### config.mk
export PLATFORM = sky130hd
export DESIGN_NAME = tone_monitor
export DESIGN_NICKNAME = d
export VERILOG_FILES = /design/src/rtl/tone_mon_pkg.sv /design/src/rtl/tone_ch_meter.sv /design/src/rtl/tone_monitor.sv
export SDC_FILE = /design/constraint.sdc
export NUM_CORES = 1
export LEC_CHECK = 0
export ABC_AREA = 1
export CORE_MARGIN = 1.5
export CORE_UTILIZATION = 61
export CTS_BUF_LIST = sky130_fd_sc_hd__clkbuf_4 sky130_fd_sc_hd__clkbuf_8
export DETAILED_ROUTE_END_ITERATION = 10
export GPL_TIMING_DRIVEN = 0
export PLACE_DENSITY = 0.9
export RECOVER_POWER = 50
export SLEW_MARGIN = 20
export SYNTH_ARGS = -nofsm -noshare
export SYNTH_HDL_FRONTEND = slang
export SYNTH_SLANG_ARGS = --single-unit
export TNS_END_PERCENT = 1
### constraint.sdc
create_clock -name clk -period 7.84 [get_ports clk]
set_clock_uncertainty 0.2 [all_clocks]
set_input_delay 1.568 -clock clk [delete_from_list [all_inputs] [get_ports clk]]
set_output_delay 1.568 -clock clk [all_outputs]
set_load 0.05 [all_outputs]
### src/rtl/tone_mon_pkg.sv
// tone_mon_pkg: shared FSM state encoding and default widths for the tone monitor.
package tone_mon_pkg;
    typedef enum logic [1:0] {S_IDLE, S_SETTLE, S_MEASURE, S_DONE} state_t;
    localparam int DEF_NUM_CH = 2;
    localparam int DEF_SMPL_W = 16;
    localparam int DEF_PER_W  = 8;
    localparam int DEF_ERR_W  = 16;
    localparam int DEF_LEN_W  = 16;
endpackage

### src/rtl/tone_ch_meter.sv
// tone_ch_meter: per-channel zero-crossing, period, peak and error counting.
// Optional trough check enabled by macro TONE_MON_TROUGH_EN.
module tone_ch_meter
    import tone_mon_pkg::*;
#(
    parameter int SMPL_W = DEF_SMPL_W,
    parameter int PER_W  = DEF_PER_W,
    parameter int ERR_W  = DEF_ERR_W
) (
    input  logic                     clk,
    input  logic                     rst_n,
    input  logic                     i_vld,
    input  logic                     i_clr,
    input  logic                     i_meas,
    input  logic signed [SMPL_W-1:0] i_smpl,
    input  logic [3:0]               i_settle_xings,
    input  logic [PER_W-1:0]         i_per_min,
    input  logic [PER_W-1:0]         i_per_max,
    input  logic signed [SMPL_W-1:0] i_ampl_min,
    input  logic signed [SMPL_W-1:0] i_ampl_max,
    output logic                     o_settled,
    output logic [ERR_W-1:0]         o_freq_err,
    output logic [ERR_W-1:0]         o_ampl_err,
    output logic [PER_W-1:0]         o_last_per,
    output logic signed [SMPL_W-1:0] o_last_pk
);
    logic signed [SMPL_W-1:0] r_prev, r_pk, r_last_pk;
    logic [PER_W-1:0]         r_cnt, r_last_per;
    logic [ERR_W-1:0]         r_freq_err, r_ampl_err;
    logic [3:0]               r_settle;
    logic                     w_xing, w_per_bad, w_ampl_bad;
    logic [PER_W-1:0]         w_per;

    assign w_xing    = i_vld && r_prev[SMPL_W-1] && !i_smpl[SMPL_W-1];
    assign w_per     = &r_cnt ? r_cnt : r_cnt + PER_W'(1);
    assign w_per_bad = w_per < i_per_min || w_per > i_per_max;
`ifdef TONE_MON_TROUGH_EN
    logic signed [SMPL_W-1:0] r_tr;
    logic signed [SMPL_W:0]   w_neg_tr, w_amin, w_amax;
    // Negate in one extra bit so the most negative sample cannot wrap.
    assign w_neg_tr   = -$signed({r_tr[SMPL_W-1], r_tr});
    assign w_amin     = $signed({i_ampl_min[SMPL_W-1], i_ampl_min});
    assign w_amax     = $signed({i_ampl_max[SMPL_W-1], i_ampl_max});
    assign w_ampl_bad = r_pk < i_ampl_min || r_pk > i_ampl_max || w_neg_tr < w_amin || w_neg_tr > w_amax;
    always_ff @(posedge clk or negedge rst_n)
        if (!rst_n)
            r_tr <= '0;
        else if (i_vld)
            r_tr <= (w_xing || i_smpl < r_tr) ? i_smpl : r_tr;
`else
    assign w_ampl_bad = r_pk < i_ampl_min || r_pk > i_ampl_max;
`endif

    always_ff @(posedge clk or negedge rst_n) begin
        if (!rst_n) begin
            r_prev     <= '0;
            r_pk       <= '0;
            r_cnt      <= '0;
            r_last_per <= '0;
            r_last_pk  <= '0;
            r_freq_err <= '0;
            r_ampl_err <= '0;
            r_settle   <= '0;
        end else begin
            if (i_vld) begin
                r_prev <= i_smpl;
                r_cnt  <= w_xing ? '0 : w_per;
                r_pk   <= (w_xing || i_smpl > r_pk) ? i_smpl : r_pk;
            end
            if (w_xing) begin
                r_last_per <= w_per;
                r_last_pk  <= r_pk;
            end
            if (i_clr) begin
                r_settle   <= '0;
                r_freq_err <= '0;
                r_ampl_err <= '0;
            end else if (w_xing) begin
                if (!o_settled)
                    r_settle <= r_settle + 4'd1;
                if (i_meas && w_per_bad && !(&r_freq_err))
                    r_freq_err <= r_freq_err + ERR_W'(1);
                if (i_meas && w_ampl_bad && !(&r_ampl_err))
                    r_ampl_err <= r_ampl_err + ERR_W'(1);
            end
        end
    end

    assign o_settled  = r_settle >= i_settle_xings;
    assign o_freq_err = r_freq_err;
    assign o_ampl_err = r_ampl_err;
    assign o_last_per = r_last_per;
    assign o_last_pk  = r_last_pk;
endmodule

### src/rtl/tone_monitor.sv
// tone_monitor: multi-channel tone test sequencer (settle, measure, done).
// Define TONE_MON_TROUGH_EN to add negative-trough amplitude checking per channel.
module tone_monitor
    import tone_mon_pkg::*;
#(
    parameter int NUM_CH = DEF_NUM_CH,
    parameter int SMPL_W = DEF_SMPL_W,
    parameter int PER_W  = DEF_PER_W,
    parameter int ERR_W  = DEF_ERR_W,
    parameter int LEN_W  = DEF_LEN_W
) (
    input  logic                          clk,
    input  logic                          rst_n,
    input  logic                          i_start,
    input  logic                          i_smpl_vld,
    input  logic [NUM_CH-1:0][SMPL_W-1:0] i_smpl,
    input  logic [3:0]                    i_settle_xings,
    input  logic [LEN_W-1:0]              i_test_len,
    input  logic [PER_W-1:0]              i_per_min,
    input  logic [PER_W-1:0]              i_per_max,
    input  logic [SMPL_W-1:0]             i_ampl_min,
    input  logic [SMPL_W-1:0]             i_ampl_max,
    output logic                          o_busy,
    output logic                          o_done,
    output logic [NUM_CH-1:0][ERR_W-1:0]  o_freq_err,
    output logic [NUM_CH-1:0][ERR_W-1:0]  o_ampl_err,
    output logic [NUM_CH-1:0][PER_W-1:0]  o_last_per,
    output logic [NUM_CH-1:0][SMPL_W-1:0] o_last_pk
);
    state_t             r_state, w_next;
    logic [LEN_W-1:0]   r_len_cnt, w_len_inc;
    logic [NUM_CH-1:0]  w_settled;
    logic               w_clr, w_meas;

    assign w_clr     = r_state == S_IDLE && i_start;
    assign w_meas    = r_state == S_MEASURE;
    assign w_len_inc = r_len_cnt + LEN_W'(1);

    for (genvar c = 0; c < NUM_CH; c++) begin : g_ch
        tone_ch_meter #(.SMPL_W(SMPL_W), .PER_W(PER_W), .ERR_W(ERR_W)) u_ch (
            .clk            (clk),
            .rst_n          (rst_n),
            .i_vld          (i_smpl_vld),
            .i_clr          (w_clr),
            .i_meas         (w_meas),
            .i_smpl         (i_smpl[c]),
            .i_settle_xings (i_settle_xings),
            .i_per_min      (i_per_min),
            .i_per_max      (i_per_max),
            .i_ampl_min     (i_ampl_min),
            .i_ampl_max     (i_ampl_max),
            .o_settled      (w_settled[c]),
            .o_freq_err     (o_freq_err[c]),
            .o_ampl_err     (o_ampl_err[c]),
            .o_last_per     (o_last_per[c]),
            .o_last_pk      (o_last_pk[c])
        );
    end

    always_comb begin
        w_next = r_state;
        case (r_state)
            S_IDLE:    if (i_start) w_next = i_settle_xings == 4'd0 ? S_MEASURE : S_SETTLE;
            S_SETTLE:  if (&w_settled) w_next = S_MEASURE;
            S_MEASURE: if (i_test_len == '0 || (i_smpl_vld && w_len_inc == i_test_len)) w_next = S_DONE;
            default:   w_next = S_IDLE;
        endcase
    end

    always_ff @(posedge clk or negedge rst_n) begin
        if (!rst_n) begin
            r_state   <= S_IDLE;
            r_len_cnt <= '0;
        end else begin
            r_state   <= w_next;
            r_len_cnt <= !w_meas ? '0 : i_smpl_vld ? w_len_inc : r_len_cnt;
        end
    end

    assign o_busy = r_state == S_SETTLE || r_state == S_MEASURE;
    assign o_done = r_state == S_DONE;
endmodule

==> results by group <==
Status
  – Outcome: finished clean

Synth
  – Mux cell area share after synthesis: 0%
  – Cell area after synthesis: 13400 sq um
  – Synthesized area per cell: 7.43 sq um
  – Post-synth EDFFs: 0
  – Async set-reset flop share out of synthesis: 100%
  – Simple-Gate Fraction of Synth Area: 29.5%
  – Xor and xnor fraction of the mapped netlist area: 3.51%
  – Main flop type after synthesis: dfrtp_1
  – Syn Inst Count: 1805
  – Adder-Cell Fraction of Synth Area: 13.5%
  – Register area share after synthesis: 35.1%
  – Net count after synthesis: 2054
  – Compound-gate portion of the synthesized area: 8.57%
  – Most area-consuming cells after synthesis: dfrtp_1, ha_1, nand2_1, inv_1, nand3_1
  – Area leader, netlist: dfrtp_1
  – #FFs+latches synth: 188
  – Main combinational cell family by area after synthesis: simple AND/OR/NAND/NOR gates
  – Synth top area share: 35.1%
  – Post-synth cell types: 48
  – Count of yosys warnings during synthesis: 0

Detailed routing
  – Drt total wl: 37700 um
  – Top Layer Used: met4
  – Met1 wire length: 16000 um
  – 1st-pass router iterations: 5
  – DRC viols: 0
  – Via count: 13400
  – Routed Antenna Nets: 0
  – WL met2: 17700 um
  – Iter 0 DRT Violations: 1112
  – Met3 routed WL: 2780 um
  – Avg Vias per Cell: 5.74
  – Drt wl/cell: 16.1 um

Clock tree
  – Hold-fix buffers, CTS: 0
  – Max H-tree Level: 4
  – Root buf cell: clkbuf_8
  – Clk slew on worst S/H paths: 0.11 ns
  – CTS Buf Count: 17
  – CTS sink count: 188
  – CTS tree: yes
  – Clock tree buffer depth: 2
  – Later-pin clock latency in the skew report: 0.49 ns
  – CTS resizes: 0
  – Postcts setup bufs: 0

Pwr
  – Power Density: 251 nW/um^2
  – Sequential share of power: 34.1%
  – NetSw: 1.99 mW
  – Int Pwr: 2.13 mW
  – Sw Ratio: 48.3%
  – Pleak: 8.58 nW
  – Peak supply drop: 0.230 mV
  – Tot Pwr: 4.11 mW
  – Comb pwr share: 50.1%
  – Clock power share: 15.8%

Timing
  – Fin. Hold Viols: 0
  – Final worst slack: 3.85 ns
  – Slew Limit Fails: 0
  – Final min period: 3.99 ns
  – Hold WS: 0.293 ns
  – RSZ-0062 raised after global routing: false
  – Rel. slew slack: 38.5%
  – Final worst path period share: 50.9%
  – FMAX: 0.250 GHz
  – Worst slew pin tran: 0.913 ns
  – Setup-failing EPs final: 0

Hold path
  – Hold Crit Class: flop to flop

Setup path
  – WP buf/inv: 4
  – Crit path max-delay cell type: clkdlybuf4s50_1
  – Setup Crit Path Kind: primary input to flop
  – Worst Path Arrival: 4.22 ns
  – Critical path startpoint category: primary input
  – Kind of cell adding the most delay to the critical path: simple AND/OR/NAND/NOR gates
  – CP cell instances: clkdlybuf4s50_1, inv_1, ha_1, nand2_1, inv_1, nand3_1, nor3_1, nand2_1, nand3_1, nand3_1, nand2_2, clkbuf_1, nand4_1, nand2_1
  – Crit-path max FO: 10
  – Endpoint class of the critical path: flop
  – Delay of the slowest cell on the worst path: 0.45 ns
  – Worst EP required: 8.06 ns

Die
  – Die Footprint: 22900 sq um
  – Die H: 151 um
  – # IOs: 218
  – Die Wd: 151 um
  – Starting Density: 61.8%
  – Core box area: 21700 sq um
  – Row count: 54

Cells and area
  – Area delta synth->final: 22.0%
  – Design area: 16400 sq um
  – Post-route insts no fill: 2337
  – Final net count: 2291
  – Share of cells above drive strength 1: 3.45%

Place
  – DP Wirelength: 28900 um
  – Final GP Congestion: 0.963
  – Port bufs: 217
  – Placed Area: 16000 sq um
  – Pre-CTS setup slack: 3.40 ns
  – Inst Count DP: 2303

GRT
  – Total GRT Usage: 33.8%
  – Congestion Overflow GR: 0
  – Initial antenna violation count: 2
  – Largest net degree at the start of global routing: 97
  – Vias in the first global route: 12900
  – Global-route wire length before repair: 61500 um

Run
  – Max-cap check violation count: 0
-- state kept, by name, summed over array words and instances (netlist names) --
name	count
g_ch.u_ch.o_ampl_err	32
g_ch.u_ch.o_freq_err	32
g_ch.u_ch.o_last_pk	32
g_ch.u_ch.r_pk	32
g_ch.u_ch.o_last_per	16
g_ch.u_ch.r_cnt	16
r_len_cnt	16
g_ch.u_ch.r_settle	8
g_ch.u_ch.r_prev	2
r_state	2
-- worst register-to-register path: cells and delay by family (launching register included) --
kind | cells | cell delay (ns)
and+or+nand+nor | 11 | 1.60
adders and majority gates | 1 | 0.35
AOI/OAI and AO/OA | 1 | 0.64
buffers and inverters | 4 | 0.46
DFF | 1 | 0.40
-- per-layer routing --
metal | GRT usage [%] | vias to the layer above
met5 | 0 | -
met4 | 14.2 | 0
met3 | 5.09 | 100
met2 | 55.0 | 576
met1 | 44.9 | 6270
li1 | - | 6465
-- cell type report --
cell class | count | area, sq um
Clock buffer | 19 | 262
Antenna cell | 2 | 5.00
Timing Repair Buffer | 218 | 2200
Multi-Input combinational cell | 1283 | 7390
Clock inverter | 13 | 128
Buffer | 52 | 255
Fill cell | 1644 | 5330
Tap cell | 280 | 350
Sequential cell | 188 | 4700
Inverter | 282 | 1060
-- cell usage after synthesis, drive strengths merged (2+ instances only) --
cell / n
inv: 281
nand3b: 12
a21oi: 64
o211ai: 4
o21a: 5
a211oi: 5
clkbuf: 34
nand4: 98
nand3: 176
o22ai: 28
o21bai: 2
xnor2: 9
a21o: 3
nand2: 443
dfrtp: 188
buf: 18
a31oi: 2
nor4: 8
o21ai: 90
and2: 2
o41ai: 2
nor2: 107
nor3: 30
ha: 145
xor2: 42
-- power by group through the flow --
stage	registers [mW]	logic (mW)	clock network [mW]
CTS	1.39	2.06	0.657
detailed placement	1.41	2.05	0
global placement	1.40	1.95	0
floorplan	1.68	1.06	0
global route	1.43	2.29	0.691
finish	1.40	2.06	0.650
-- placed cells by master, fill, tap and decap left out, types with 4 or more instances in the layout --
cell type,netlist,final
a211oi_1,4,4
a21oi_1,64,64
buf_2,8,8
clkbuf_1,34,34
clkbuf_8,0,19
clkdlybuf4s50_1,0,193
clkinv_4,0,6
dfrtp_1,188,188
dlygate4sd3_1,0,23
ha_1,145,145
inv_1,275,276
inv_2,6,5
nand2_1,435,435
nand2_2,5,5
nand3_1,175,175
nand3b_1,12,12
nand4_1,97,97
nor2_1,104,104
nor3_1,28,28
nor4_1,8,8
o211ai_1,4,4
o21a_1,5,5
o21ai_0,87,88
o22ai_1,28,28
xnor2_1,9,9
xor2_1,42,42
-- logic make-up after synthesis --
kind of cell             count (synthesis)
flip-flops                             188
AND/OR/NAND/NOR                        878
AO/OA/AOI/OAI                          208
buffers and inverters                  334
adder cells (fa/ha/maj)                145
XOR/XNOR                                52
-- path summary, 6_finish.rpt --
kind / startpoint / to / slack [ns] / depth (start not counted)
setup / recovery: i_ampl_max[15] / g_ch[1].u_ch.o_ampl_err[11] / 3.85 / 14
hold / removal: g_ch[1].u_ch.o_last_per[0] / g_ch[1].u_ch.o_last_per[0] / 0.29 / 2
setup reg to reg: g_ch[1].u_ch.r_cnt[0] / g_ch[1].u_ch.o_freq_err[12] / 4.12 / 17
hold reg to reg: g_ch[1].u_ch.o_last_per[0] / g_ch[1].u_ch.o_last_per[0] / 0.29 / 2
max in group asynchronous: rst_n / g_ch[0].u_ch.o_last_pk[15] / 5.56 / 2
min in group asynchronous: rst_n / g_ch[1].u_ch.o_last_per[1] / 0.89 / 1
-- per-stage QoR --
| step | util [%] | setup TNS (ns) |
|---|---|---|
| floorplan | - | 0 |
| global placement | 73.5 | -513.31 |
| detailed placement | 73.6 | 0 |
| CTS | 75.4 | 0 |
| global route | 75.4 | 0 |
| finish | 75.4 | 0 |
Power figures use the tool's default switching activity.
